<file path="src/rtl/i2c_seq_pkg.sv">
// Shared definitions for the I2C register-transfer sequencer.
// Holds the byte offsets of the I2C master register file, CMD/STATUS bit
// positions, response error codes, the sequencer state enum, and helpers
// that turn (direction, step) into the TX byte and CMD byte for a step.
package i2c_seq_pkg;

  // Register byte offsets in the I2C master peripheral
  localparam logic [7:0] REG_PRE    = 8'h00;
  localparam logic [7:0] REG_CTRL   = 8'h04;
  localparam logic [7:0] REG_RX     = 8'h08;
  localparam logic [7:0] REG_STATUS = 8'h0C;
  localparam logic [7:0] REG_TX     = 8'h10;
  localparam logic [7:0] REG_CMD    = 8'h14;

  // CMD register bits
  localparam int CMD_STA  = 7;
  localparam int CMD_STO  = 6;
  localparam int CMD_RD   = 5;
  localparam int CMD_WR   = 4;
  localparam int CMD_ACK  = 3;
  localparam int CMD_IACK = 0;

  // STATUS register bits
  localparam int ST_RXACK = 7;
  localparam int ST_AL    = 5;
  localparam int ST_TIP   = 1;
  localparam int ST_IF    = 0;

  localparam logic [7:0] CTRL_ENABLE   = 8'h80;  // core on, interrupt off
  localparam logic [7:0] CMD_IACK_ONLY = 8'h01;
  localparam logic [7:0] CMD_STOP_IACK = 8'h41;

  // Response error codes
  localparam logic [1:0] ERR_OK      = 2'd0;
  localparam logic [1:0] ERR_NACK    = 2'd1;
  localparam logic [1:0] ERR_AL      = 2'd2;
  localparam logic [1:0] ERR_TIMEOUT = 2'd3;

  typedef enum logic [3:0] {
    INIT_PRE, INIT_CTRL, IDLE, WR_TX, WR_CMD, POLL, CHECK,
    RD_RX, FINISH, ABORT, ABORT_NOSTOP, RESP
  } seq_state_t;

  // Base CMD byte of a step, before IACK is merged in
  function automatic logic [7:0] step_cmd(input logic rnw, input logic [1:0] step);
    case (step)
      2'd0:    step_cmd = 8'h90;                 // STA+WR
      2'd1:    step_cmd = 8'h10;                 // WR
      2'd2:    step_cmd = rnw ? 8'h90 : 8'h50;   // repeated STA+WR / WR+STO
      default: step_cmd = 8'h68;                 // RD+ACK(nack)+STO
    endcase
  endfunction

  // TX byte of a step (step 3 of a read has no TX write)
  function automatic logic [7:0] step_tx(input logic rnw, input logic [1:0] step,
                                         input logic [6:0] dev, input logic [7:0] reg_addr,
                                         input logic [7:0] wdata);
    case (step)
      2'd0:    step_tx = {dev, 1'b0};
      2'd1:    step_tx = reg_addr;
      2'd2:    step_tx = rnw ? {dev, 1'b1} : wdata;
      default: step_tx = 8'h00;
    endcase
  endfunction

endpackage

</file>
<file path="src/rtl/i2c_reg_xfer_seq_apb.sv">
// Single-access APB master engine.
// A start pulse (while idle) captures addr/wdata/write and runs one access:
// SETUP for one cycle, ACCESS until pready, then one idle cycle in which
// done pulses and rdata holds the sampled read data.
// Ports: clk, rst (async, active-high), start, addr, wdata, write -> done,
// rdata; APB side paddr, pwdata, pwrite, psel, penable, prdata, pready.
module apb_master_port #(
  parameter int AW = 12
) (
  input  logic          clk,
  input  logic          rst,
  input  logic          start,
  input  logic [AW-1:0] addr,
  input  logic [31:0]   wdata,
  input  logic          write,
  output logic          done,
  output logic [31:0]   rdata,
  output logic [AW-1:0] paddr,
  output logic [31:0]   pwdata,
  output logic          pwrite,
  output logic          psel,
  output logic          penable,
  input  logic [31:0]   prdata,
  input  logic          pready
);

  always_ff @(posedge clk or posedge rst) begin
    if (rst) begin
      done    <= 1'b0;
      rdata   <= 32'h0;
      paddr   <= '0;
      pwdata  <= 32'h0;
      pwrite  <= 1'b0;
      psel    <= 1'b0;
      penable <= 1'b0;
    end else begin
      done <= 1'b0;
      if (!psel) begin
        if (start) begin
          psel   <= 1'b1;
          paddr  <= addr;
          pwdata <= wdata;
          pwrite <= write;
        end
      end else if (!penable) begin
        penable <= 1'b1;
      end else if (pready) begin
        psel    <= 1'b0;
        penable <= 1'b0;
        done    <= 1'b1;
        if (!pwrite) rdata <= prdata;
      end
    end
  end

endmodule

</file>
<file path="src/rtl/i2c_reg_xfer_seq.sv">
// Autonomous APB master that drives an I2C master peripheral's register
// file to perform one register write or register read on an I2C device.
// Request side: req_valid/req_ready handshake (accepted when both are high,
// req_ready only in IDLE), req_rnw, req_dev, req_reg, req_wdata.
// Response side: rsp_valid one-cycle pulse with rsp_rdata and rsp_err.
// APB side: PADDR, PWDATA, PWRITE, PSEL, PENABLE, PRDATA, PREADY.
// Each access-issuing state owns exactly one APB access; 'pend' marks that
// the state's access is in flight so it is launched only once.
module i2c_reg_xfer_seq
  import i2c_seq_pkg::*;
#(
  parameter int          APB_ADDR_WIDTH = 12,
  parameter logic [15:0] PRESCALE       = 16'd99,
  parameter int          POLL_MAX       = 1023
) (
  input  logic                      HCLK,
  input  logic                      HRESET,
  input  logic                      req_valid,
  output logic                      req_ready,
  input  logic                      req_rnw,
  input  logic [6:0]                req_dev,
  input  logic [7:0]                req_reg,
  input  logic [7:0]                req_wdata,
  output logic                      rsp_valid,
  output logic [7:0]                rsp_rdata,
  output logic [1:0]                rsp_err,
  output logic [APB_ADDR_WIDTH-1:0] PADDR,
  output logic [31:0]               PWDATA,
  output logic                      PWRITE,
  output logic                      PSEL,
  output logic                      PENABLE,
  input  logic [31:0]               PRDATA,
  input  logic                      PREADY
);

  localparam int PCW = $clog2(POLL_MAX + 1);

  seq_state_t state;
  logic       pend, start, done;
  logic [31:0] rdata;
  logic       acc_state, acc_write;
  logic [7:0] acc_off;
  logic [31:0] acc_wdata;
  logic [APB_ADDR_WIDTH-1:0] acc_addr;

  logic       rnw;
  logic [6:0] dev;
  logic [7:0] reg_addr, wdata, rd_byte;
  logic [1:0] step, err;
  logic       st_al, st_rxack, aborting;
  logic [PCW-1:0] poll_cnt;

  logic unused_rdata_hi;
  assign unused_rdata_hi = ^rdata[31:8];

  // Access owned by the current state
  always_comb begin
    acc_state = 1'b1;
    acc_off   = REG_STATUS;
    acc_wdata = 32'h0;
    acc_write = 1'b0;
    case (state)
      INIT_PRE:  begin acc_off = REG_PRE;  acc_wdata = {16'h0, PRESCALE};    acc_write = 1'b1; end
      INIT_CTRL: begin acc_off = REG_CTRL; acc_wdata = {24'h0, CTRL_ENABLE}; acc_write = 1'b1; end
      WR_TX: begin
        acc_off   = REG_TX;
        acc_wdata = {24'h0, step_tx(rnw, step, dev, reg_addr, wdata)};
        acc_write = 1'b1;
      end
      WR_CMD: begin
        // Every CMD after the first of a request also clears the previous IF
        acc_off   = REG_CMD;
        acc_wdata = {24'h0, step_cmd(rnw, step) | {7'h0, (step != 2'd0)}};
        acc_write = 1'b1;
      end
      POLL:  acc_off = REG_STATUS;
      RD_RX: acc_off = REG_RX;
      FINISH, ABORT_NOSTOP: begin acc_off = REG_CMD; acc_wdata = {24'h0, CMD_IACK_ONLY}; acc_write = 1'b1; end
      ABORT:                begin acc_off = REG_CMD; acc_wdata = {24'h0, CMD_STOP_IACK}; acc_write = 1'b1; end
      default: acc_state = 1'b0;
    endcase
  end

  assign acc_addr = APB_ADDR_WIDTH'(acc_off);

  apb_master_port #(.AW(APB_ADDR_WIDTH)) u_apb (
    .clk(HCLK), .rst(HRESET), .start(start), .addr(acc_addr), .wdata(acc_wdata),
    .write(acc_write), .done(done), .rdata(rdata), .paddr(PADDR), .pwdata(PWDATA),
    .pwrite(PWRITE), .psel(PSEL), .penable(PENABLE), .prdata(PRDATA), .pready(PREADY)
  );

  always_ff @(posedge HCLK or posedge HRESET) begin
    if (HRESET) begin
      state     <= INIT_PRE;
      pend      <= 1'b0;
      start     <= 1'b0;
      req_ready <= 1'b0;
      rsp_valid <= 1'b0;
      rsp_rdata <= 8'h0;
      rsp_err   <= ERR_OK;
      rnw       <= 1'b0;
      dev       <= 7'h0;
      reg_addr  <= 8'h0;
      wdata     <= 8'h0;
      rd_byte   <= 8'h0;
      step      <= 2'd0;
      err       <= ERR_OK;
      st_al     <= 1'b0;
      st_rxack  <= 1'b0;
      aborting  <= 1'b0;
      poll_cnt  <= '0;
    end else begin
      start     <= 1'b0;
      rsp_valid <= 1'b0;
      if (acc_state && !pend) begin
        start <= 1'b1;
        pend  <= 1'b1;
      end
      if (done) pend <= 1'b0;

      case (state)
        INIT_PRE:  if (done) state <= INIT_CTRL;
        INIT_CTRL: if (done) begin state <= IDLE; req_ready <= 1'b1; end
        IDLE: if (req_valid && req_ready) begin
          rnw       <= req_rnw;
          dev       <= req_dev;
          reg_addr  <= req_reg;
          wdata     <= req_wdata;
          step      <= 2'd0;
          err       <= ERR_OK;
          rd_byte   <= 8'h0;
          aborting  <= 1'b0;
          req_ready <= 1'b0;
          state     <= WR_TX;
        end
        WR_TX:  if (done) state <= WR_CMD;
        WR_CMD: if (done) begin poll_cnt <= '0; state <= POLL; end
        POLL: if (done) begin
          // The post-STOP poll of an abort reuses this state; it never
          // overrides the error already recorded.
          if (rdata[ST_IF]) begin
            st_al    <= rdata[ST_AL];
            st_rxack <= rdata[ST_RXACK];
            state    <= aborting ? ABORT_NOSTOP : CHECK;
          end else if (poll_cnt == PCW'(POLL_MAX - 1)) begin
            if (!aborting) err <= ERR_TIMEOUT;
            state <= aborting ? ABORT_NOSTOP : ABORT;
          end else begin
            poll_cnt <= poll_cnt + 1'b1;
          end
        end
        CHECK: begin
          // Read step 3 RXACK is our own NACK, so it is not an error
          if (st_al) begin
            err   <= ERR_AL;
            state <= ABORT_NOSTOP;
          end else if (step != 2'd3 && st_rxack) begin
            err   <= ERR_NACK;
            state <= ABORT;
          end else if (step == (rnw ? 2'd3 : 2'd2)) begin
            state <= rnw ? RD_RX : FINISH;
          end else begin
            step  <= step + 2'd1;
            state <= (rnw && step == 2'd2) ? WR_CMD : WR_TX;
          end
        end
        RD_RX: if (done) begin rd_byte <= rdata[7:0]; state <= FINISH; end
        FINISH, ABORT_NOSTOP: if (done) state <= RESP;
        ABORT: if (done) begin aborting <= 1'b1; poll_cnt <= '0; state <= POLL; end
        RESP: begin
          rsp_valid <= 1'b1;
          rsp_err   <= err;
          rsp_rdata <= (rnw && err == ERR_OK) ? rd_byte : 8'h0;
          req_ready <= 1'b1;
          state     <= IDLE;
        end
        default: state <= INIT_PRE;
      endcase
    end
  end

endmodule

</file>
<file path="config.mk">
export PLATFORM = sky130hd
export DESIGN_NAME = i2c_reg_xfer_seq
export DESIGN_NICKNAME = d
export VERILOG_FILES = /design/src/rtl/i2c_seq_pkg.sv /design/src/rtl/i2c_reg_xfer_seq_apb.sv /design/src/rtl/i2c_reg_xfer_seq.sv
export SDC_FILE = /design/constraint.sdc
export NUM_CORES = 1
export LEC_CHECK = 0
export ABC_AREA = 1
export CORE_UTILIZATION = 55
export DETAILED_ROUTE_END_ITERATION = 7
export GPL_TIMING_DRIVEN = 0
export PLACE_DENSITY = 0.83
export SLEW_MARGIN = 20
export SYNTH_ARGS = -nofsm -noshare
export SYNTH_HDL_FRONTEND = slang
export SYNTH_HIERARCHICAL = 1
export SYNTH_SLANG_ARGS = --single-unit
</file>
<file path="constraint.sdc">
create_clock -name HCLK -period 4.2 [get_ports HCLK]
set_input_delay 0.42 -clock HCLK [delete_from_list [all_inputs] [get_ports HCLK]]
set_output_delay 0.42 -clock HCLK [all_outputs]
set_load 0.005 [all_outputs]
</file>
After elaboration in Yosys (flattened, before gate mapping)
Cells that the tools add are included.
{"block": "totals", "regBits": 119, "wordCells": 161}
{"block": "op_classes", "addsub": 2, "eq_ne": 34, "n_mux": 64, "bitwise_logic": 3, "n_reduce_logical": 33}
{"op": "4-bit 2-to-1 mux", "n": 15}
{"op": "8-bit 2-to-1 mux", "n": 6}
{"op": "8-bit one-hot mux with 3 select lines", "n": 2}
{"op": "8-bit one-hot mux with 6 select lines", "n": 1}
{"op": "10-bit 2-to-1 mux", "n": 4}
{"op": "4-bit one-hot mux with 10 select lines", "n": 1}
{"op": "5-bit one-hot mux with 5 select lines", "n": 1}
{"op": "2-bit 2-to-1 mux", "n": 11}
{"op": "10-bit one-hot mux with 2 select lines", "n": 1}
{"op": "2-bit inequality test (second input constant)", "n": 9}
{"op": "4-bit by 3-bit equality test with 1-bit output (second input constant)", "n": 4}
{"op": "4-bit equality test (second input constant)", "n": 4}
{"op": "1-bit 2-to-1 mux", "n": 16}
{"op": "2-bit by 1-bit inequality test with 1-bit output (second input constant)", "n": 8}
{"op": "8-bit one-hot mux with 2 select lines", "n": 1}
{"op": "3-bit AND reduction", "n": 4}
{"op": "2-bit nonzero test", "n": 6}
{"op": "10-bit by 1-bit adder with 10-bit output (second input constant)", "n": 1}
{"op": "10-bit equality test (second input constant)", "n": 1}
{"op": "5-bit AND reduction", "n": 2}
{"op": "9-bit AND reduction", "n": 1}
{"op": "9-bit OR reduction", "n": 1}
{"op": "4-bit by 2-bit equality test with 1-bit output (second input constant)", "n": 2}
{"op": "8-bit by 1-bit bitwise OR with 8-bit output", "n": 1}
{"op": "24 further kinds", "n": 33}

Depth between registers and ports, before layout
Gate-level depths: netlist of the first run.
{"block": "logic_depth", "word_depth": 7, "depth_mapped": 11, "mapped_depth_nobuf": 11}

By module
The synthesis of the first run kept the hierarchy.
{"mod": "i2c_reg_xfer_seq", "instances": 1, "cells_per_inst": 487, "area_each_um2": 3704.8, "seq_area_each_um2": 1676.6}
{"mod": "apb_master_port", "instances": 1, "cells_per_inst": 346, "area_each_um2": 3169.3, "seq_area_each_um2": 2001.9}

Least setup slack after synthesis of the first run
OpenSTA, ideal clock, no wires.
{"block": "synth_path", "path_type": "reg-to-reg", "startpoint": "register step[0]", "endpoint": "register u_apb.pwdata[4]", "setup_ns": 0.065, "arrival_time_ns": 1.363, "required_time_ns": 4.135, "setup_slack_ns": 2.772, "path_stages_with_launch": 11, "path_buffers": 0, "cell_sequence": "dfrtp_1 -> inv_1 -> ha_1 -> inv_1 -> a21oi_1 -> o21ai_0 -> nand3_1 -> nand3_1 -> a21oi_1 -> nand3_1 -> nand2_1"}
{"block": "synth_via", "elab_chain_cells": 5, "elab_cells_between_ends": 8}
{"element": "start, declared", "line": "i2c_reg_xfer_seq.sv:49", "source": "logic [1:0] step, err;"}
{"element": "start signal, assigned", "line": "i2c_reg_xfer_seq.sv:163", "source": "step <= step + 2'd1;"}
{"element": "2-bit equality test, or another cell as far along", "line": "i2c_seq_pkg.sv:46, i2c_seq_pkg.sv:58"}
{"element": "8-bit one-hot mux with 3 select lines", "line": "i2c_seq_pkg.sv:46", "source": "case (step)"}
{"element": "8-bit 2-to-1 mux", "line": "i2c_reg_xfer_seq.sv:62", "source": "case (state)"}
{"element": "8-bit by 1-bit bitwise OR with 8-bit output", "line": "i2c_reg_xfer_seq.sv:73", "source": "acc_wdata = {24'h0, step_cmd(rnw, step) | {7'h0, (step != 2'd0)}};"}
{"element": "8-bit one-hot mux with 6 select lines *", "line": "i2c_reg_xfer_seq.sv:62"}
{"element": "via acc_wdata[4]", "line": "i2c_reg_xfer_seq.sv:43", "source": "logic [31:0] acc_wdata;"}
{"element": "end signal, assigned", "line": "i2c_reg_xfer_seq_apb.sv:42", "source": "pwdata <= wdata;"}
{"element": "end, declared", "line": "i2c_reg_xfer_seq_apb.sv:19", "source": "output logic [31:0] pwdata,"}
Mark *: on every way through the listed nets, which the timed path passes. The rest lies on a longest branch. The select of a mux whose other input is x is not followed.
A chain may end at the register's enable or synchronous reset.

Final worst setup path of the first run
{"block": "layout_path", "startpoint": "register state[3]", "endpoint": "register u_apb.pwdata[7]"}
{"block": "layout_via", "elab_chain_cells": 3, "elab_cells_between_ends": 9}
{"element": "start, declared", "line": "i2c_reg_xfer_seq.sv:38", "source": "seq_state_t state;"}
{"element": "start signal, assigned", "line": "i2c_reg_xfer_seq.sv:144", "source": "state <= aborting ? ABORT_NOSTOP : CHECK;"}
{"element": "start signal, assigned", "line": "i2c_reg_xfer_seq.sv:147", "source": "state <= aborting ? ABORT_NOSTOP : ABORT;"}
{"element": "start signal, assigned", "line": "i2c_reg_xfer_seq.sv:161", "source": "state <= rnw ? RD_RX : FINISH;"}
{"element": "4-bit equality test", "line": "i2c_reg_xfer_seq.sv:62"}
{"element": "2-bit OR reduction"}
{"element": "8-bit one-hot mux with 6 select lines *", "line": "i2c_reg_xfer_seq.sv:62"}
{"element": "via acc_wdata[7]", "line": "i2c_reg_xfer_seq.sv:43"}
Mark *: on every way through the listed nets, which the timed path passes. The rest lies on a longest branch.

==> impl_results.md, run 1 <==
- Outcome: complete, no violations
- Final min period: 2.05 ns
- CP Class: flip-flop to flip-flop
- Post-DP HPWL: 10700 um
- Final setup fails: 0
- Max VDD drop: about 400 uV
- First-pass GRT wire length: 25200 um
- Root Driver: clkbuf_8
- Crit-path max FO: 6
- Via density: between 5 and 6
- Remaining antenna violation count: 0
- Number of hold buffers added after CTS: 0
- Startpoint Class: flip-flop
- Hold crit path type: primary input to async pin
- Clk slew on worst S/H paths: ~0.06 ns
- Core ar.: 0.0104 sq mm
- Number of max-cap violations: 0
- WL/cell: 14.8 um
- CTS tree: done
- Initial Utilization: 0.572
- H-Tree Depth: 4
- Clock buffer count from CTS: 17
- Setup TNS: 0 ns
- GRT Total Usage: 0.291
- Full die area: 0.0112 sq mm
- Syn Area/Cell: 8.11 sq um
- Die Span X: between 100 and 150 um
- Chip Height: 106 um
- CTS Buffer Depth: 2
- Num Clock Sinks: 123
- Post-Synthesis Cell Area: 0.00593 sq mm
- Highest clock rate: approximately 490 MHz
- Number of global-route vias before repair: 5383
- Antenna diode count: 0
- Leakage: 0.00392 uW
- Placed instance area: 0.00722 sq mm
- Initial antenna violation count: 0
- Layout Skew: 0.00526 ns
- Post-CTS Resized: 0
- Cells after Synth: 731
- Fin crit share: 0.488
- Commonest non-fill, non-tap cell in the layout: nand2_1
- First drt pass iteration count: 5
- CP max stage delay: 0.48 ns
- Hold Violations, Final: 0
- Rel. slew slack: 0.482
- Input/output buffers: 94
- Via count: 5402
- Crit path arrival time: 2.51 ns
- DRC violations left: 0
- Post-CTS Setup Inserts: 0
- Worst-Margin Slew: 0.776 ns
- Pwr Density: 705 mW/mm^2
- Most frequent cells in the layout: 276 x nand2_1, 123 x dfrtp_1, 94 x clkdlybuf4s50_1
- RSZ-0062 raised after global routing: false
- Share of cells above drive strength 1: 0.120
- Nets: 945
- Std cell rows: 37
- Final worst-path setup slack: around 2.2 ns
- Clk_lat worst skew: 0.52 ns
- Fillers: 761
- Worst EP required: 4.66 ns
- Crit-path cells: nor2_1 > nand2_1 > nor2_1 > inv_1 > o21ai_0 > nand3_1 > nand2_1
- Largest net degree at the start of global routing: 45
- Final wirelength: between 15000 and 20000 um
- Max-slew violations: 0
- GP Congestion: 0.861
- Area Growth Syn to Fin: 32.0%
- Final hold slack: 0.288 ns
- Final instance area: 0.00783 sq mm
- Place WS: 2.20 ns
- DRT iter0 DRCs: 298
- Syn. warnings: 6
- Slowest CP cell: dfrtp_1
- Crit end category: flip-flop
- Num ports: 119
- Grt ovf: 0
[final timing paths]
| check | endpoint | slack, ns | startpoint | depth (start not counted) |
|---|---|---|---|---|
| max | u_apb/pwdata[7]$_DFFE_PP0P_ | 2.15 | state[3]$_DFFE_PP0P_ | 7 |
| min | rd_byte[3]$_DFFE_PP0P_ | 0.29 | HRESET | 2 |
| max reg2reg | u_apb/pwdata[7]$_DFFE_PP0P_ | 2.15 | state[3]$_DFFE_PP0P_ | 7 |
| min reg2reg | start$_DFF_PP0_ | 0.42 | pend$_DFFE_PP0P_ | 1 |
| max in group asynchronous | u_apb/pwdata[2]$_DFFE_PP0P_ | 3.15 | HRESET | 3 |
| min in group HCLK | start$_DFF_PP0_ | 0.42 | pend$_DFFE_PP0P_ | 1 |
[critical path: cells and delay by family (launching register included)]
kind            cells  cell delay [ns]
simple gates        5             1.05
flops               1             0.48
compound gates      1             0.33
buf+inv             1             0.13
[state kept, by name (all words and copies together) (netlist names), 2 cells and up]
signal,count
rsp_rdata,8
u_apb/rdata,8
poll_cnt,10
wdata,8
err,2
rd_byte,8
u_apb/pwdata,32
u_apb/paddr,12
step,2
rsp_err,2
state,4
reg_addr,8
dev,7
[power breakdown]
group	internal (uW)	leakage [uW]	total (uW)	switching, uW
clock	943	0.000292	1490	547
combinational	928	0.00206	2030	1100
sequential	1670	0.00157	2000	329
[per-layer routing]
metal,vias to the layer above,routed length (um),global-route usage,part of all wire
li1,2599,-,-,-
met1,2611,6430,0.361,0.42
met2,161,7700,0.499,0.51
met3,31,705,0.0519,0.046
met4,0,339,0.122,0.022
met5,-,0,0,0
[through the flow]
step | total power (uW) | std cells | utilization
floorplan | 3060 | 763 | -
global placement | 3900 | 993 | 0.691
detailed placement | 4000 | 995 | 0.696
CTS | 5530 | 1027 | 0.755
global route | 5860 | 1027 | 0.755
finish | 5520 | 1027 | 0.755
[layout make-up]
| class | instances | area (sq um) | area share |
|---|---|---|---|
| Clock inverter | 12 | 163 | 0.0208 |
| Tap cell | 136 | 170 | 0.0217 |
| Multi-Input combinational cell | 552 | 2570 | 0.328 |
| Buffer | 29 | 181 | 0.0232 |
| Sequential cell | 123 | 3080 | 0.393 |
| Inverter | 59 | 226 | 0.0289 |
| Timing Repair Buffer | 96 | 996 | 0.127 |
| Clock buffer | 20 | 445 | 0.0569 |
Power figures use the tool's default switching activity.
==> run 2, diff against run 1 <==
CORE_UTILIZATION = 54   (was 55)
PLACE_DENSITY = 0.81   (was 0.83)
clock period = 2.1 ns   (was 4.2 ns; I/O delays follow)
==> run 2 against run 1 <==
Flip-flop and latch count unchanged; clock power rose by 83%; critical path depth rose by 1; critical path type unchanged.
==> impl_results.md, run 2 (synthesis results as in run 1) <==
- First-pass GRT wire length: 25000 um
- DRT iter0 DRCs: 347
- Max VDD drop: 875 uV
- Via density: between 5 and 6
- Num Clock Sinks: 123
- Number of global-route vias before repair: 5300
- Startpoint Class: flip-flop
- Chip Height: 107 um
- Grt ovf: 0
- Max-slew violations: 0
- Hold crit path type: primary input to async pin
- DRC violations left: 0
- Initial antenna violation count: 0
- Final hold slack: 0.0592 ns
- Input/output buffers: 94
- Remaining antenna violation count: 0
- Number of max-cap violations: 0
- Via count: 5329
- Sw power: about 3800 uW
- Placed instance area: 0.00721 sq mm
- Pwr Density: between 1000 and 1500 mW/mm^2
- Final worst-path setup slack: between 0.1 and 0.15 ns
- Final wirelength: roughly 15000 um
- CP max stage delay: 0.42 ns
- Core ar.: 0.0105 sq mm
- Sequential Power Share: 0.371
- Pint: 6930 uW
- Area Growth Syn to Fin: 30.8%
- WL/cell: 14.5 um
- Hold Violations, Final: 0
- Post-CTS Resized: 0
- Slowest CP cell: dfrtp_1
- Fillers: roughly 790
- Fin crit share: 0.942
- H-Tree Depth: 4
- Layout Skew: slightly above 0.007 ns
- Worst EP required: between 2 and 3 ns
- Place WS: around 0.16 ns
- Crit-path max FO: 6
- Outcome: complete, no violations
- Switching Share: 0.357
- Crit end category: flip-flop
- Final instance area: 0.00776 sq mm
- CTS tree: done
- Std cell rows: 37
- GP Congestion: 0.889
- Root Driver: clkbuf_8
- Num ports: 119
- Crit-path cells: inv_1 > ha_1 > inv_1 > o21ai_0 > a21oi_1 > o21ai_0 > nand3_1 > nand2_1
- Full die area: 0.0114 sq mm
- CTS Buffer Depth: 2
- Crit path arrival time: 2.45 ns
- Worst-Margin Slew: 0.646 ns
- Top reg by flops: u_apb/pwdata
- Initial Utilization: 0.564
- Clock network fraction of design power: 0.253
- Final setup fails: 0
- Biggest regs: u_apb/pwdata (32), u_apb/paddr (12), poll_cnt (10)
- First drt pass iteration count: 5
- Antenna diode count: 0
- CP Class: flip-flop to flip-flop
- Max reg flops: 32
- Rel. slew slack: 0.569
- Largest net degree at the start of global routing: 44
- Die Span X: 107 um
- Post-DP HPWL: 10500 um
- Combinational share of power: 0.376
- Final min period: just under 2 ns
- Clock buffer count from CTS: 17
- Most frequent cells in the layout: 276 x nand2_1, 123 x dfrtp_1, 94 x clkdlybuf4s50_1
- RSZ-0062 raised after global routing: false
- GRT Total Usage: 0.286
- Nets: 945
- Leakage: 0.00390 uW
- Clk slew on worst S/H paths: about 0.06 ns
- Highest clock rate: about 510 MHz
- Clk_lat worst skew: around 0.53 ns
- Share of cells above drive strength 1: 0.117
- Post-CTS Setup Inserts: 0
- Commonest non-fill, non-tap cell in the layout: nand2_1
- Number of hold buffers added after CTS: 0
-- run 2: changes by cell type in the layout (fill, tap and decap cells not counted), sizes merged --
cell	before	now
clkbuf	21	22
clkinvlp	2	1
inv	62	59
clkinv	4	5
bufinv	3	2
-- run 2: worst paths after layout --
kind	from	endpoint	slack [ns]	cells past startpoint
max	step[0]$_DFFE_PP0P_	u_apb/pwdata[7]$_DFFE_PP0P_	0.12	8
min	HRESET	rd_byte[3]$_DFFE_PP0P_	0.06	2
max reg2reg	step[0]$_DFFE_PP0P_	u_apb/pwdata[7]$_DFFE_PP0P_	0.12	8
min reg2reg	pend$_DFFE_PP0P_	start$_DFF_PP0_	0.41	1
max in group asynchronous	HRESET	u_apb/pwdata[3]$_DFFE_PP0P_	1.34	3
min in group HCLK	req_reg[5]	reg_addr[5]$_DFFE_PP0P_	0.22	3
-- run 2: layout make-up --
cell class	instances	area, sq um	share of cell area
inverters	59	226	0.0292
multi-input cells	552	2570	0.331
clock buffers	21	449	0.0579
well taps	136	170	0.0219
clock inverters	8	96.3	0.0124
plain buffers	29	181	0.0234
repair buffers	96	988	0.127
flip-flops and latches	123	3080	0.397
-- run 2: worst max-delay path, delay by kind of cell, from the launching register on --
kind	cells	cell delay (ns)
AOI/OAI and AO/OA	3	0.60
DFF	1	0.42
adders and majority gates	1	0.34
buffers and inverters	2	0.32
and+or+nand+nor	2	0.23
-- run 2: stage by stage --
step | power, uW | TNS [ns] | cells | util
3_3_place_gp | 7810 | -90.37 | 993 | 0.682
4_1_cts | 10800 | 0 | 1024 | 0.738
3_5_place_dp | 7990 | 0 | 995 | 0.686
5_1_grt | 11500 | 0 | 1024 | 0.738
6_report | 10800 | 0 | 1024 | 0.738
2_1_floorplan | 6120 | 0 | 763 | -
-- run 2: layer usage --
metal / vias up / GRT usage / routed length (um)
met2: 159 / 0.464 / 7190
met5: - / 0 / 0
met1: 2533 / 0.363 / 6540
met3: 37 / 0.0614 / 735
met4: 0 / 0.142 / 407
li1: 2600 / - / -
-- run 2: power groups by stage --
stage / Combinational (uW) / Clock [uW] / Sequential, uW
after floorplan: 2200 / 0 / 3920
after global placement: 3850 / 0 / 3960
after detailed placement: 3990 / 0 / 3990
after CTS: 4050 / 2770 / 3980
after global routing: 4530 / 2870 / 4090
final: 4050 / 2720 / 3990
